### src/rtl/host_link_ctrl.sv
// -----------------------------------------------------------------------------
// host_link_ctrl
//   CPU<->FPGA link controller for the move generator.
//   Receives one board packet from the CPU->FPGA FIFO. The packet is PW piece
//   words (PPW pieces per word, LSB first) followed by one meta word. The meta
//   word carries enp[15:0], castle[19:16] and turn[DATA_W-1]. The controller
//   presents a stable board image, pulses board_load and then gen_start. It
//   streams the generator's moves into the FPGA->CPU FIFO under tx_full
//   backpressure. It closes the list with an end-of-list word
//   {move_count, 16'hFFFF} and raises irq for IRQ_CYCLES cycles.
//
//   Optional feature macro: HOST_LINK_CHECKSUM_EN
//     With the macro defined, the packet carries one extra final word. That
//     word is the XOR of all preceding words. A bad packet leaves the board
//     untouched and sets the sticky err output. The controller then answers
//     with {0, 16'hFFFE} and an irq. Without the macro, err is tied to 0.
//
// Ports
//   clk, rst                 clock, asynchronous active-high reset
//   rx_empty, rx_dav, rx_data   CPU->FPGA FIFO status / data-valid / word
//   tx_full, tx_wr, tx_wdata    FPGA->CPU FIFO full / write strobe / word
//   irq                      CPU interrupt
//   board                    square s at [s*PIECE_W +: PIECE_W]
//   turn, enp_flags, castle_flags   meta fields of the current board
//   board_load, gen_start    single-cycle pulses towards the generator
//   gen_done                 generator finished (level or pulse)
//   mv_valid, mv_data, mv_ready  move handshake from the generator
//   err                      sticky checksum error
// -----------------------------------------------------------------------------
module host_link_ctrl #(
    parameter int DATA_W     = 32,
    parameter int PIECE_W    = 10,
    parameter int SQUARES    = 64,
    parameter int MOVE_W     = 16,
    parameter int IRQ_CYCLES = 4
) (
    input  logic                       clk,
    input  logic                       rst,
    input  logic                       rx_empty,
    input  logic                       rx_dav,
    input  logic [DATA_W-1:0]          rx_data,
    input  logic                       tx_full,
    output logic                       tx_wr,
    output logic [DATA_W-1:0]          tx_wdata,
    output logic                       irq,
    output logic [SQUARES*PIECE_W-1:0] board,
    output logic                       turn,
    output logic [15:0]                enp_flags,
    output logic [3:0]                 castle_flags,
    output logic                       board_load,
    output logic                       gen_start,
    input  logic                       gen_done,
    input  logic                       mv_valid,
    input  logic [MOVE_W-1:0]          mv_data,
    output logic                       mv_ready,
    output logic                       err
);

    localparam int PPW = DATA_W / PIECE_W;
    localparam int PW  = (SQUARES + PPW - 1) / PPW;
`ifdef HOST_LINK_CHECKSUM_EN
    localparam int N_WORDS = PW + 2;
`else
    localparam int N_WORDS = PW + 1;
`endif
    localparam int CNT_W = $clog2(N_WORDS + 1);
    localparam int MC_W  = DATA_W - 16;
    localparam int IRQ_W = $clog2(IRQ_CYCLES + 1);

    localparam logic [CNT_W-1:0] META_IDX = CNT_W'(PW);
    localparam logic [CNT_W-1:0] LAST_IDX = CNT_W'(N_WORDS - 1);

    typedef enum logic [2:0] {
        S_IDLE,
        S_RCV,
        S_LOAD,
        S_GEN,
        S_EOP,
        S_IRQ
    } state_e;

    state_e state_q, state_d;

    logic [CNT_W-1:0]           word_cnt_q;
    logic [SQUARES*PIECE_W-1:0] stage_q;
    logic                       stage_turn_q;
    logic [15:0]                stage_enp_q;
    logic [3:0]                 stage_castle_q;
    logic [SQUARES*PIECE_W-1:0] board_q;
    logic                       turn_q;
    logic [15:0]                enp_q;
    logic [3:0]                 castle_q;
    logic [MC_W-1:0]            mv_cnt_q;
    logic                       done_q;
    logic                       first_q;
    logic [IRQ_W-1:0]           irq_cnt_q;

    // Strobes decoded by the FSM, consumed by the datapath.
    logic word_acc;   // a packet word is accepted this cycle
    logic last_acc;   // ... and it is the final word of the packet
    logic pkt_ok;     // final word accepted and packet is good: publish board
    logic mv_acc;     // a move is transferred to the tx FIFO this cycle
    logic irq_end;    // last interrupt cycle
    logic csum_ok;
    logic meta_hit;
    logic [15:0] eop_tag;

    // Pad slots of the last piece word and the meta bits between castle and
    // turn carry no information.
    logic rx_unused;
    assign rx_unused = ^rx_data;

    assign meta_hit = (word_cnt_q == META_IDX);

`ifdef HOST_LINK_CHECKSUM_EN
    logic [DATA_W-1:0] xor_q;
    logic              err_q;
    // xor_q holds the XOR of every word before the current one. At the
    // final word, that value is exactly what the checksum must equal.
    assign csum_ok = (rx_data == xor_q);
    assign err     = err_q;
    // err_q is already set when a bad packet reaches EOP. A good packet has
    // cleared it on its way into LOAD.
    assign eop_tag = err_q ? 16'hFFFE : 16'hFFFF;
`else
    assign csum_ok = 1'b1;
    assign err     = 1'b0;
    assign eop_tag = 16'hFFFF;
`endif

    // -------------------------------------------------------------------------
    // FSM: next state and outputs
    // -------------------------------------------------------------------------
    always_comb begin
        // NOTE: every output of this block gets a default first. Any path that
        // forgets an assignment would otherwise infer a latch.
        state_d    = state_q;
        tx_wr      = 1'b0;
        tx_wdata   = '0;
        mv_ready   = 1'b0;
        board_load = 1'b0;
        gen_start  = 1'b0;
        irq        = 1'b0;
        word_acc   = 1'b0;
        last_acc   = 1'b0;
        pkt_ok     = 1'b0;
        mv_acc     = 1'b0;
        irq_end    = 1'b0;

        unique case (state_q)
            S_IDLE: begin
                if (!rx_empty) state_d = S_RCV;
            end
            S_RCV: begin
                if (rx_dav) begin
                    word_acc = 1'b1;
                    if (word_cnt_q == LAST_IDX) begin
                        last_acc = 1'b1;
                        if (csum_ok) begin
                            pkt_ok  = 1'b1;
                            state_d = S_LOAD;
                        end else begin
                            state_d = S_EOP;
                        end
                    end
                end
            end
            S_LOAD: begin
                board_load = 1'b1;
                state_d    = S_GEN;
            end
            S_GEN: begin
                gen_start = first_q;
                mv_ready  = !tx_full;
                if (mv_valid && !tx_full) begin
                    mv_acc   = 1'b1;
                    tx_wr    = 1'b1;
                    tx_wdata = DATA_W'(mv_data);
                end
                // A move offered together with gen_done is still taken. The
                // exit waits until no move is pending.
                if (done_q && !mv_valid) state_d = S_EOP;
            end
            S_EOP: begin
                tx_wr    = !tx_full;
                tx_wdata = {mv_cnt_q, eop_tag};
                if (!tx_full) state_d = S_IRQ;
            end
            S_IRQ: begin
                irq = 1'b1;
                if (irq_cnt_q == IRQ_W'(IRQ_CYCLES - 1)) begin
                    irq_end = 1'b1;
                    state_d = S_IDLE;
                end
            end
            default: state_d = S_IDLE;
        endcase
    end

    // -------------------------------------------------------------------------
    // State and datapath registers
    // -------------------------------------------------------------------------
    // NOTE: staging registers are flops rather than RAM, so they are reset
    // along with everything else. A packet cut short by reset therefore
    // leaves nothing behind.
    always_ff @(posedge clk or posedge rst) begin
        if (rst) begin
            state_q        <= S_IDLE;
            word_cnt_q     <= '0;
            stage_q        <= '0;
            stage_turn_q   <= 1'b0;
            stage_enp_q    <= '0;
            stage_castle_q <= '0;
            board_q        <= '0;
            turn_q         <= 1'b0;
            enp_q          <= '0;
            castle_q       <= '0;
            mv_cnt_q       <= '0;
            done_q         <= 1'b0;
            first_q        <= 1'b0;
            irq_cnt_q      <= '0;
        end else begin
            // NOTE: sequential state uses non-blocking assignment only, so
            // every register samples pre-edge values no matter the order of
            // statements.
            state_q <= state_d;

            if (word_acc) begin
                word_cnt_q <= last_acc ? '0 : word_cnt_q + CNT_W'(1);
                // Square s lives in word s/PPW, slot s%PPW. Unused slots of
                // the last piece word map to no square.
                for (int s = 0; s < SQUARES; s++) begin
                    if (word_cnt_q == CNT_W'(s / PPW))
                        stage_q[s*PIECE_W +: PIECE_W] <= rx_data[(s % PPW)*PIECE_W +: PIECE_W];
                end
                if (meta_hit) begin
                    stage_enp_q    <= rx_data[15:0];
                    stage_castle_q <= rx_data[19:16];
                    stage_turn_q   <= rx_data[DATA_W-1];
                end
            end

            // The meta word is the final word unless a checksum follows it.
            // In that case the meta fields are taken straight from the bus.
            if (pkt_ok) begin
                board_q  <= stage_q;
                enp_q    <= meta_hit ? rx_data[15:0]      : stage_enp_q;
                castle_q <= meta_hit ? rx_data[19:16]     : stage_castle_q;
                turn_q   <= meta_hit ? rx_data[DATA_W-1]  : stage_turn_q;
            end

            if (state_q == S_LOAD)     first_q <= 1'b1;
            else if (state_q == S_GEN) first_q <= 1'b0;

            if (state_q == S_GEN && gen_done) done_q <= 1'b1;

            if (mv_acc && mv_cnt_q != '1) mv_cnt_q <= mv_cnt_q + MC_W'(1);

            if (state_q == S_IRQ) irq_cnt_q <= irq_cnt_q + IRQ_W'(1);

            if (irq_end) begin
                irq_cnt_q <= '0;
                mv_cnt_q  <= '0;
                done_q    <= 1'b0;
            end
        end
    end

`ifdef HOST_LINK_CHECKSUM_EN
    always_ff @(posedge clk or posedge rst) begin
        if (rst) begin
            xor_q <= '0;
            err_q <= 1'b0;
        end else begin
            if (word_acc) xor_q <= last_acc ? '0 : (xor_q ^ rx_data);
            if (last_acc && !csum_ok) err_q <= 1'b1;
            else if (pkt_ok)          err_q <= 1'b0;
        end
    end
`endif

    assign board        = board_q;
    assign turn         = turn_q;
    assign enp_flags    = enp_q;
    assign castle_flags = castle_q;

endmodule

### config.mk
export PLATFORM = sky130hd
export DESIGN_NAME = host_link_ctrl
export DESIGN_NICKNAME = d
export VERILOG_FILES = /design/src/rtl/host_link_ctrl.sv
export SDC_FILE = /design/constraint.sdc
export NUM_CORES = 2
export LEC_CHECK = 0
export CAP_MARGIN = 25
export CORE_ASPECT_RATIO = 1.4
export CORE_MARGIN = 2
export CORE_UTILIZATION = 48
export CTS_CLUSTER_DIAMETER = 40
export DETAILED_ROUTE_END_ITERATION = 8
export PLACE_DENSITY = 0.71
export SLEW_MARGIN = 40
export SYNTH_ARGS = -nofsm -noshare
export SYNTH_HDL_FRONTEND = slang
export SYNTH_SLANG_ARGS = --single-unit
export TNS_END_PERCENT = 100
### constraint.sdc
create_clock -name clk -period 51.5 [get_ports clk]
set_input_delay 10.3 -clock clk [delete_from_list [all_inputs] [get_ports clk]]
set_output_delay 10.3 -clock clk [all_outputs]
set_load 0.02 [all_outputs]
Yosys cells after proc, flatten, opt, wreduce, memory -nomap -nowiden:

Cells that the tools add are included.
Widths: inputs -> output; s select.

* order comparisons: 0
* multipliers: 0
* shifts and indexed selects: 0
* equal/unequal tests: 35
* add/sub/neg operators: 3
* div/mod/pow operators: 0
* reduce and logical (&&, ||, !) cells: 35
* bitwise operators: 0
* muxes and demuxes: 35

Operator list (number)
* $mux 16: 4
* $pmux 32 s2: 1
* $reduce_and 2->1: 22
* $eq 5x4->1 const B: 8
* $eq 5x5->1 const B: 7
* $mux 3: 8
* $eq 5x3->1 const B: 4
* $mux 1: 18
* $pmux 3 s6: 1
* $add 16x1->16 const B: 1
* $ne 16x16->1 const B: 1
* $ne 2x2->1 const B: 6
* $eq 5x2->1 const B: 2
* $eq 3x2->1 const B: 3
* $reduce_bool 2->1: 4
* $eq 3x3->1 const B: 2
* $reduce_and 6->1: 1
* $add 5x1->5 const B: 1
* $eq 5x1->1 const B: 1
* $logic_not 5->1: 1
* $mux 5: 1
* $logic_and 1x1->1: 4
* $mux 4: 1
* $add 3x1->3 const B: 1
* 4 further kinds: 5

* memory bits (read-only): 0
* memories: 0
* register bits: 1351
* bits in writable memories: 0
* bits in latches: 0
* output and inout port bits: 699
* input bits: 55

Depth between registers and ports, before layout:

* depth after elaboration: 7
* mapped depth: 9

Worst setup path after synthesis:

No wires, ideal clock.

* kind: input to output
* from: in tx_full
* to: out tx_wdata[0]
* data arrival time: 11416 ps
* path slack: 29784 ps
* stages: 5
* data required time: 41200 ps
* path buffers: 2
* cells stage by stage: and4bb_1 and2_1 clkbuf_1 buf_2 a21o_1

* cells in the longest elaborated chain, start to end: 4

Ends and longest elaborated chain
* start, declared: line 42 `input logic tx_full,`
* $logic_not 1->1
* $logic_and 1x1->1: line 175 `if (mv_valid && !tx_full) begin`
* $mux 16: line 175
* $pmux 32 s2: line 150 `unique case (state_q)`
* end, declared: line 44 `output logic [DATA_W-1:0] tx_wdata,`

Every way passes these cells.

Worst setup path in the final report:

* from: in tx_full
* to: out tx_wdata[7]

The elaborated chain is that of the path after synthesis.

==> impl_metrics.env <==
export IMPL_cp_max_fo=32
export IMPL_grt_util_met2=0.428
export IMPL_vias=34700
export IMPL_end_kind="primary output"
export IMPL_grt_pass1_vias=34500
export IMPL_syn_area_sq_um=50700
export IMPL_drtPass1Iterations=5
export IMPL_grt_overflow_total=0
export IMPL_syn2layout_area_growth_pct=26.4
export IMPL_setup_viol_count_final=0
export IMPL_post_cts_setup_buffer_count=0
export IMPL_postPlaceCellArea_sq_um=59200
export IMPL_num_io_pins=754
export IMPL_synth_edf_count=0
export IMPL_tightest_slew_ps=927
export IMPL_clockRootBuffer="clkbuf_16"
export IMPL_dieArea_sq_um=108000
export IMPL_async_reset_ff_frac=1.00
export IMPL_drc_errors=0
export IMPL_synthMuxAreaShare=0.143
export IMPL_clock_path_buffers=3
export IMPL_maxCapViolCount=0
export IMPL_stdcell_area_sq_um=64100
export IMPL_clock_latency_ps=760
export IMPL_finalPower_w=0.00320
export IMPL_drt_iter0_markers=2754
export IMPL_setup_slack_ps=28760
export IMPL_use_met1=0.351
export IMPL_fin_skew_ps=24.4
export IMPL_cts_resized=0
export IMPL_grt_use_total=0.267
export IMPL_cp_required_ps=41200
export IMPL_dieHeight_um=389
export IMPL_p_per_area_nw_per_um2=49.9
export IMPL_drive_above_1_share=0.186
export IMPL_grt_busiest_layer="met2"
export IMPL_syn_inst=4464
export IMPL_routed_via_density=5.26
export IMPL_start_util=0.482
export IMPL_yosysTopAreaCell="dfrtp_1"
export IMPL_hold_viol=0
export IMPL_synth_compound_area_share=0.00841
export IMPL_final_antenna_net_count=0
export IMPL_syn_nets=4526
export IMPL_path_class="input port to primary output"
export IMPL_leakage_nw=32.8
export IMPL_cts_tree="built"
export IMPL_antenna_found_initial=8
export IMPL_finalCritPeriodShare=0.442
export IMPL_dp_final_hpwl_um=89200
export IMPL_synth_seq_cells=1330
export IMPL_synthAdderAreaFrac=0.00173
export IMPL_io_buffers=751
export IMPL_htree_levels=4
export IMPL_clk_pin_slew_ps=60
export IMPL_seq_area_frac_synth=0.656
export IMPL_yosysUniqueCellTypes=53
export IMPL_cts_inserted_buffers=139
export IMPL_pre_cts_ws_ps=28790
export IMPL_grt_pass1_wl_um=218000
export IMPL_outcome="completed"
export IMPL_grt_use_met3=0.0710
export IMPL_rows=141
export IMPL_synth_simple_gate_area_frac=0.162
export IMPL_hp_class="flop to flop"
export IMPL_wl_per_cell_um=22.0
export IMPL_max_freq_mhz=44.0
export IMPL_die_width_um=279
export IMPL_wl_um=145000
export IMPL_synthXorXnorAreaFrac=0.000345
export IMPL_core_sq_um=105000
export IMPL_slew_headroom=0.382
export IMPL_synth_top_family_by_area="simple AND/OR/NAND/NOR gates"
export IMPL_yosysWarningCount=0
export IMPL_report_final_slew_viol_count=0
export IMPL_vdd_drop_max_mv=0.0325
export IMPL_ys_flop_type="dfrtp_1"
export IMPL_cp_arrival_ps=12440
export IMPL_period_minus_slack_ps=22740
export IMPL_syn_area_per_cell_sq_um=11.4
export IMPL_grt_max_degree=185
export IMPL_cp_start_kind="input port"
export IMPL_ctsHoldBuffers=0
export IMPL_nets=5182
export IMPL_ys_top_cells_by_area="dfrtp_1 66%, nand2_1 15%, mux2_2 14%"
export IMPL_gp_congestion=0.806
export IMPL_numClockSinks=1330
export IMPL_rsz0062_at_grt="no"
export IMPL_yosys_area_top_type_share=0.656
export IMPL_fin_setup_tns_ps=0
stage by stage:
stage / hold slack, ps / instances / util
3_3_place_gp: 441 / 6332 / 0.561
3_5_place_dp: 445 / 6336 / 0.563
6_report: 444 / 6592 / 0.610
4_1_cts: 454 / 6587 / 0.609
5_1_grt: 474 / 6588 / 0.610
2_1_floorplan: 433 / 4464 / -
logic make-up (layout without fill, tap and decap cells):
kind of cell,count (synthesis),after routing
xor+xnor,2,2
buf+inv,305,1071
mux,644,644
flops,1330,1330
fa+ha+maj,7,7
other cells,1,5
simple gates,2113,2113
compound gates,62,62
flip-flops by register name, summed over array words and instances, names as in the netlist:
signal,count
mv_cnt_q,16
castle_flags,4
word_cnt_q,5
first_q,1
stage_q,640
state_q,3
irq_cnt_q,3
enp_flags,16
board,640
turn,1
done_q,1
cell usage after synthesis, types with 4 or more instances:
master	n
nand2_1	2013
dfrtp_1	1330
mux2_2	637
buf_2	172
clkbuf_1	93
a21o_1	18
buf_4	16
nand3_1	14
inv_1	13
o21ai_0	13
nor3_1	12
and2_1	11
buf_1	11
nor2_1	11
nand4_1	10
o211ai_1	10
and3_1	9
ha_1	7
nand2b_1	6
a31oi_1	5
and4_1	4
mux2i_1	4
worst max-delay path, cell delays in order:
cell and delay (ps):
clkdlybuf4s50_1 450, and4bb_1 320, and2_2 540, a21o_1 200, clkdlybuf4s50_1 610
layout make-up:
type	instances	area, sq um
inverters	13	61.3
clock inverters	68	897
well taps	1358	1700
repair buffers	807	8100
diodes	4	10.0
multi-input cells	2829	16100
flip-flops and latches	1330	33300
fillers	8415	41000
clock buffers	183	3980
where the power goes:
part / internal (W) / switching [W] / total [W]
Sequential: 0.00132 / 0.000161 / 0.00148
Clock: 0.000614 / 0.000437 / 0.00105
Combinational: 0.000342 / 0.000324 / 0.000666
Total: 0.00228 / 0.000922 / 0.00320
placed cells by master, fill, tap and decap left out, types with 13 or more instances in the layout:
cell type and n:
a21o_1 18, buf_4 46, buf_6 17, clkbuf_1 15, clkbuf_16 143, clkbuf_8 26, clkdlybuf4s50_1 730, clkinv_2 13
dfrtp_1 1330, mux2_2 637, nand2_1 2007, o21ai_0 13
path summary, 6_finish.rpt:
path	from	cells past startpoint	to	slack, ps
min reg2reg	stage_q[374]	2	board[374]	440
min	stage_q[374]	2	board[374]	440
max reg2reg	word_cnt_q[0]	10	board[279]	47280
min in group asynchronous	rst	2	stage_q[316]	10110
max in group asynchronous	rst	6	stage_q[225]	38180
max	tx_full	5	tx_wdata[7]	28760
layer usage:
layer / vias to the layer above / wire length [um]
met5: - / 0
met4: 0 / 4830
met3: 236 / 12000
met2: 1216 / 69500
met1: 17700 / 58700
li1: 15600 / -
Note: power is estimated with default switching activity, not from simulation.
